===== config.mk =====
export PLATFORM = sky130hd
export DESIGN_NAME = muxn_pipe_flat
export DESIGN_NICKNAME = d
export VERILOG_FILES = /design/src/rtl/riscv_pkg.sv /design/src/rtl/muxn_pipe_if.sv /design/src/rtl/muxn_sel.sv /design/src/rtl/muxn_pipe.sv /design/src/flat_wrapper.sv
export SDC_FILE = /design/constraint.sdc
export NUM_CORES = 1
export LEC_CHECK = 0
export ABC_AREA = 0
export CAP_MARGIN = 30
export CORE_ASPECT_RATIO = 0.8
export CORE_MARGIN = 8
export CORE_UTILIZATION = 37
export CTS_BUF_LIST = sky130_fd_sc_hd__clkbuf_2 sky130_fd_sc_hd__clkbuf_4 sky130_fd_sc_hd__clkbuf_8
export CTS_CLUSTER_DIAMETER = 120
export DETAILED_ROUTE_END_ITERATION = 7
export PLACE_DENSITY = 0.91
export SYNTH_ARGS = -nofsm -noshare
export SYNTH_HDL_FRONTEND = slang
export SYNTH_SLANG_ARGS = --single-unit

===== constraint.sdc =====
create_clock -name clk -period 3.82 [get_ports clk]
set_clock_uncertainty 0.1 [all_clocks]
set_input_delay 0.764 -clock clk [delete_from_list [all_inputs] [get_ports clk]]
set_output_delay 0.764 -clock clk [all_outputs]
set_load 0.02 [all_outputs]

===== src/rtl/riscv_pkg.sv =====
// Shared core types: machine width and the EX operand forwarding source
// selector used by the N-way operand select.
package riscv_pkg;

  localparam int XLEN = 32;

  typedef enum logic [1:0] {
    FWD_RF  = 2'd0,
    FWD_MEM = 2'd1,
    FWD_WB  = 2'd2,
    FWD_IMM = 2'd3
  } fwd_sel_e;

endpackage


===== src/rtl/muxn_pipe_if.sv =====
// Producer/consumer bundle for muxn_pipe: N-way operand inputs, select,
// flush, and the valid/ready handshake on both sides.
interface muxn_pipe_if
  import riscv_pkg::*;
#(
  parameter int W = XLEN,
  parameter int N = 4
);

  localparam int SW = $clog2(N);

  logic                flush;
  logic [N-1:0][W-1:0] d;
  logic [SW-1:0]       sel;
  logic                in_valid;
  logic                in_ready;
  logic [W-1:0]        y;
  logic                y_sel_err;
  logic                out_valid;
  logic                out_ready;

  modport master (
    output flush, d, sel, in_valid, out_ready,
    input  in_ready, y, y_sel_err, out_valid
  );

  modport slave (
    input  flush, d, sel, in_valid, out_ready,
    output in_ready, y, y_sel_err, out_valid
  );

endinterface


===== src/rtl/muxn_sel.sv =====
// Combinational N-way select; an out-of-range index falls back to d[0]
// and raises err.
module muxn_sel
  import riscv_pkg::*;
#(
  parameter  int W  = XLEN,
  parameter  int N  = 4,
  localparam int SW = $clog2(N)
) (
  input  logic [N-1:0][W-1:0] d,
  input  logic [SW-1:0]       sel,
  output logic [W-1:0]        data,
  output logic                err
);

  always_comb begin
    data = d[0];
    err  = 1'b1;
    for (int i = 0; i < N; i++) begin
      if (int'(sel) == i) begin
        data = d[i];
        err  = 1'b0;
      end
    end
  end

endmodule


===== src/rtl/muxn_pipe.sv =====
// N-way operand select behind a registered valid/ready output stage.
// Define MUXN_PIPE_SKID_EN for a 2-entry skid with a registered in_ready.
module muxn_pipe
  import riscv_pkg::*;
#(
  parameter int W = XLEN,
  parameter int N = 4
) (
  input logic     clk,
  input logic     rst,
  muxn_pipe_if.slave bus
);

  logic [W-1:0] sel_data;
  logic         sel_err;
  logic         acc;
  logic         emit;
  logic         ov;
  logic [W-1:0] y_q;
  logic         err_q;

  muxn_sel #(.W(W), .N(N)) u_sel (
    .d    (bus.d),
    .sel  (bus.sel),
    .data (sel_data),
    .err  (sel_err)
  );

  assign acc           = bus.in_valid && bus.in_ready;
  assign emit          = ov && bus.out_ready;
  assign bus.out_valid = ov;
  assign bus.y         = y_q;
  assign bus.y_sel_err = err_q;

`ifdef MUXN_PIPE_SKID_EN

  logic         sv;
  logic [W-1:0] sk_d;
  logic         sk_e;

  // Ready depends only on skid occupancy, so no out_ready path reaches it.
  assign bus.in_ready = !sv;

  always_ff @(posedge clk or posedge rst) begin
    if (rst) begin
      ov    <= 1'b0;
      sv    <= 1'b0;
      y_q   <= '0;
      err_q <= 1'b0;
      sk_d  <= '0;
      sk_e  <= 1'b0;
    end else if (bus.flush) begin
      ov <= 1'b0;
      sv <= 1'b0;
    end else if (emit && sv) begin
      y_q   <= sk_d;
      err_q <= sk_e;
      sv    <= acc;
      if (acc) begin
        sk_d <= sel_data;
        sk_e <= sel_err;
      end
    end else if (emit) begin
      ov <= acc;
      if (acc) begin
        y_q   <= sel_data;
        err_q <= sel_err;
      end
    end else if (acc) begin
      if (ov) begin
        sk_d <= sel_data;
        sk_e <= sel_err;
        sv   <= 1'b1;
      end else begin
        y_q   <= sel_data;
        err_q <= sel_err;
        ov    <= 1'b1;
      end
    end
  end

`else

  assign bus.in_ready = !ov || bus.out_ready;

  always_ff @(posedge clk or posedge rst) begin
    if (rst) begin
      ov    <= 1'b0;
      y_q   <= '0;
      err_q <= 1'b0;
    end else if (bus.flush) begin
      ov <= 1'b0;
    end else if (acc) begin
      ov    <= 1'b1;
      y_q   <= sel_data;
      err_q <= sel_err;
    end else if (emit) begin
      ov <= 1'b0;
    end
  end

`endif

endmodule

===== src/flat_wrapper.sv =====
// flat-port wrapper written by rule: the top's interface ports become plain ports
module muxn_pipe_flat import riscv_pkg::*;
#(
  parameter int W = XLEN,
  parameter int N = 4
)
  (clk, rst, bus_flush, bus_d, bus_sel, bus_in_valid, bus_out_ready, bus_in_ready, bus_y, bus_y_sel_err, bus_out_valid);
  muxn_pipe_if #(.W(W), .N(N)) bus_i ();
  input logic clk;
  input logic rst;
  input wire logic [$bits(bus_i.flush)-1:0] bus_flush;
  input wire logic [$bits(bus_i.d)-1:0] bus_d;
  input wire logic [$bits(bus_i.sel)-1:0] bus_sel;
  input wire logic [$bits(bus_i.in_valid)-1:0] bus_in_valid;
  input wire logic [$bits(bus_i.out_ready)-1:0] bus_out_ready;
  output wire logic [$bits(bus_i.in_ready)-1:0] bus_in_ready;
  output wire logic [$bits(bus_i.y)-1:0] bus_y;
  output wire logic [$bits(bus_i.y_sel_err)-1:0] bus_y_sel_err;
  output wire logic [$bits(bus_i.out_valid)-1:0] bus_out_valid;
  assign bus_i.flush = bus_flush;
  assign bus_i.d = bus_d;
  assign bus_i.sel = bus_sel;
  assign bus_i.in_valid = bus_in_valid;
  assign bus_i.out_ready = bus_out_ready;
  assign bus_in_ready = bus_i.in_ready;
  assign bus_y = bus_i.y;
  assign bus_y_sel_err = bus_i.y_sel_err;
  assign bus_out_valid = bus_i.out_valid;
  muxn_pipe #(.W(W), .N(N)) u_core (.clk(clk), .rst(rst), .bus(bus_i));
endmodule

== Word level (Yosys, flattened, before mapping) ==
Index checks and enable logic that the tools add are counted.
Word-level totals
  flip-flop bits (word level): 34
  bits of input ports: 135
  output and inout bits: 35
  logic and storage cells: 24
Cells by class
  equality and inequality tests: 3
  mux-type cells: 10
  bitwise operators: 1
  reductions and logical operators: 7
Operators by type and width (number)
  $mux 32: 3
  $mux 1: 7
  $eq 2x2->1 const B: 2
  $reduce_bool 3->1: 1
  $eq 2x1->1 const B: 1
  $logic_and 1x1->1: 2
  $logic_not 2->1: 1
  $reduce_and 2->1: 1
  $logic_not 1->1: 1
  $logic_or 1x1->1: 1
  $not 1->1: 1

== Depth between registers and ports, before layout ==
  depth after elaboration: 5
  gate-level depth with buffers: 4
  depth with buffers taken out: 3

== Hierarchy ==
From an unflattened synthesis, not the netlist that was laid out.
Second synthesis, totals
  cells, all modules: 117
  area total of the unflattened synthesis: 2129.5 um^2
By module, submodules not included
  muxn_pipe: times used 1, cells each 76, area an instance 1303.8 um^2, seq. area each 850.8 um^2
  muxn_sel: times used 1, cells each 41, area an instance 825.8 um^2, seq. area each 0.0 um^2

== Least setup slack after synthesis ==
No wires, ideal clock.
  kind: in2out
  start point: input bus_out_ready
  end point: output bus_in_ready
  arrival: 1.167 ns
  required time: 2.956 ns
  setup slack: 1.789 ns
  stages: 2
  path buffers: 0
  path through: nor2b_1 > inv_1
On the way
  cells in the longest elaborated chain, start to end: 1
Ends and longest elaborated chain
  start: declaration: line flat_wrapper.sv:15  | input wire logic [$bits(bus_i.out_ready)-1:0] bus_out_ready;
  $logic_or 1x1->1: line muxn_pipe.sv:84  | assign bus.in_ready = !ov || bus.out_ready;
  end: declaration: line flat_wrapper.sv:16  | output wire logic [$bits(bus_i.in_ready)-1:0] bus_in_ready;
No other way between the ends.

== Worst setup path after layout ==
Same ends and word-level chain as after synthesis.

==> results.toml <==
[route]
ant_nets = 0
avgRoutedWirePerCell_um = 20.7
vias = 1803
vias_per_cell = 4.91
drc = 0
firstDrtPassIters = 4
drt_wl_total_um = 7600
first_iter_violations = 39

[die]
dieHeight_um = 85.2
die_w_um = 103
io_pins = 170
initial_core_util_pct = 37.9
fp.dieArea_um2 = 8740
row_count = 25
core_um2 = 5850

[run]
cap_violations = 0

[placed_design]
post-dp-hpwl_um = 6600
portBuffers = 169
dp_slack_ns = 0.858
gp_congestion = 0.784

[clock_network]
insertion_delay_ns = 0.27
cts-root-buf = "clkbuf_8"
cts.sinks = 34
cts_buffers = 5
cts_resized = 0
hold_buffers = 0
post_cts_buffers = 0
clkTransAtPathRegs_ns = 0.07
cts_tree = "done"
cts.path.max_buffers = 2
cts_max_level = 2

[synthesis]
synth_compound_area_share_pct = 0
synth-seq-area-share_pct = 38.4
synthAdderAreaFrac_pct = 0
avgSynthCellArea_um2 = 19.3
synth_top_family_by_area = "multiplexers"
synthesis.area_um2 = 2220
synthMuxAreaShare_pct = 54.2
syn-num-nets = 250
syn_inst = 115
synth_cell_type_count = 13
yosys.area_share.simple_pct = 1.75
ys_warn_count = 0
ys_ff_latch = 34
synth_xor_area_share_pct = 0

[timing]
hold_viol_final = 0
tightest_slew_ns = 0.708
timing.final.ws_setup_ns = 0.879
setup_viol = 0
slew-limit-headroom_pct = 52.8
max_freq_mhz = 340
fin_tns_setup_ns = 0
drv_slew = 0
period_needed_ns = 2.94
layout_worst_path_cycle_share_pct = 77.0
rsz0062_at_grt = "no"

[grt]
grt_max_degree = 34
grtUsageTotal_pct = 18.0
overflow = 0
grt_antenna_before_repair = 0
grt_pass1_wl_um = 11800
grt_pass1_vias = 2206

[setup_path]
start_kind = "input pin"
worst-endpoint-required_ns = 2.96
path_class = "in2out"
critPathArrivalTime_ns = 2.08
worstPathMaxFanout = 3
end_kind = "primary output"

[cells_and_area]
nets = 420
nFillCells = 438
syn2layout_area_growth_pct = 81.7
drive_above_1_share_pct = 26.6
diodes = 0

[min_path]
min_path_type = "reg2reg"

[power_and_ir_drop]
p_sw_uw = 390
power_density_nw_per_um2 = 349
swShare_pct = 27.8
clockPowerShare_pct = 21.6
p_leak_nw = 1.60
power_frac_seq_pct = 34.2
power_mw = 1.41
p_int_mw = 1.02
power_frac_comb_pct = 44.2
peakVddDrop_v = 0.000149

[run_status]
status = "completed"
[worst paths after layout]
| check | start | to | slack, ns | cells past startpoint |
|---|---|---|---|---|
| setup reg to reg | u_core.bus.out_valid$_DFFE_PP0P_ | u_core.bus.y[24]$_DFFE_PP0P_ | 1.96 | 4 |
| hold reg to reg | u_core.bus.y_sel_err$_DFFE_PP0P_ | u_core.bus.y_sel_err$_DFFE_PP0P_ | 0.41 | 1 |
| max in group asynchronous | rst | u_core.bus.y[26]$_DFFE_PP0P_ | 2.12 | 3 |
| setup / recovery | bus_out_ready | bus_in_ready | 0.88 | 4 |
| hold / removal | u_core.bus.y_sel_err$_DFFE_PP0P_ | u_core.bus.y_sel_err$_DFFE_PP0P_ | 0.41 | 1 |
| min in group asynchronous | rst | u_core.bus.y[23]$_DFFE_PP0P_ | 0.80 | 2 |
[flip-flops by register name, indices dropped and copies added (netlist names)]
| signal | flops |
|---|---|
| u_core.bus.y | 32 |
| u_core.bus.out_valid | 1 |
| u_core.bus.y_sel_err | 1 |
[power by group through the flow]
stage               registers (mW)  logic [mW]  clock network [mW]
floorplan                    0.574       0.210                   0
global placement             0.484       0.620                   0
detailed placement           0.484       0.630                   0
CTS                          0.482       0.630               0.315
global route                 0.492       0.656               0.328
finish                       0.481       0.621               0.304
[cells in the final DEF (no fill, tap or decap), drive strengths merged]
master         count
nor2               2
mux4              32
buf                5
nor3b              1
dfrtp             34
nor2b              2
clkbuf             8
clkdlybuf4s50    168
inv                2
mux2              32
[stage by stage]
step / util, % / hold WS, ns / instance area [um2] / instances
after floorplan: - / 0.508 / 2220 / 115
after global placement: 67.0 / 0.382 / 3920 / 359
after detailed placement: 67.0 / 0.393 / 3920 / 359
after CTS: 68.8 / 0.417 / 4030 / 367
after global routing: 68.8 / 0.437 / 4030 / 367
final: 68.8 / 0.412 / 4030 / 367
[worst max-delay path, stage by stage]
cell	delay [ns]
clkdlybuf4s50_1	0.40
nor2b_1	0.29
inv_1	0.08
clkdlybuf4s50_1	0.54
[area by class of cell]
class                      count  area (um2)  area share, %
timing repair buffer         173        1720           42.6
multi-input combinational     69        1240           30.8
sequential                    34         851           21.1
clock buffer                   8         110           2.73
tap                           81         101           2.52
inverter                       2        7.51          0.186
[logic make-up after synthesis]
| group | after synthesis |
|---|---|
| and+or+nand+nor | 5 |
| buffers and inverters | 12 |
| muxes | 64 |
| DFF | 34 |
[metal layers]
metal,up-vias,routed length (um),GRT usage [%]
li1,808,-,-
met4,0,86,4.65
met1,899,2640,18.4
met2,89,4130,32.3
met3,7,752,7.77
met5,-,0,0
[cell usage after synthesis]
cell type,n,share of area [%]
dfrtp_1,34,38
mux2_4,30,20
mux4_2,30,30
buf_6,4,2.0
buf_12,3,2.7
clkbuf_1,2,0.34
inv_1,2,0.34
mux2_2,2,1.0
mux4_1,2,2.4
nor2_1,2,0.34
nor2b_1,2,0.56
buf_2,1,0.23
nor3b_4,1,0.85
Note: power is estimated with default switching activity, not from simulation.
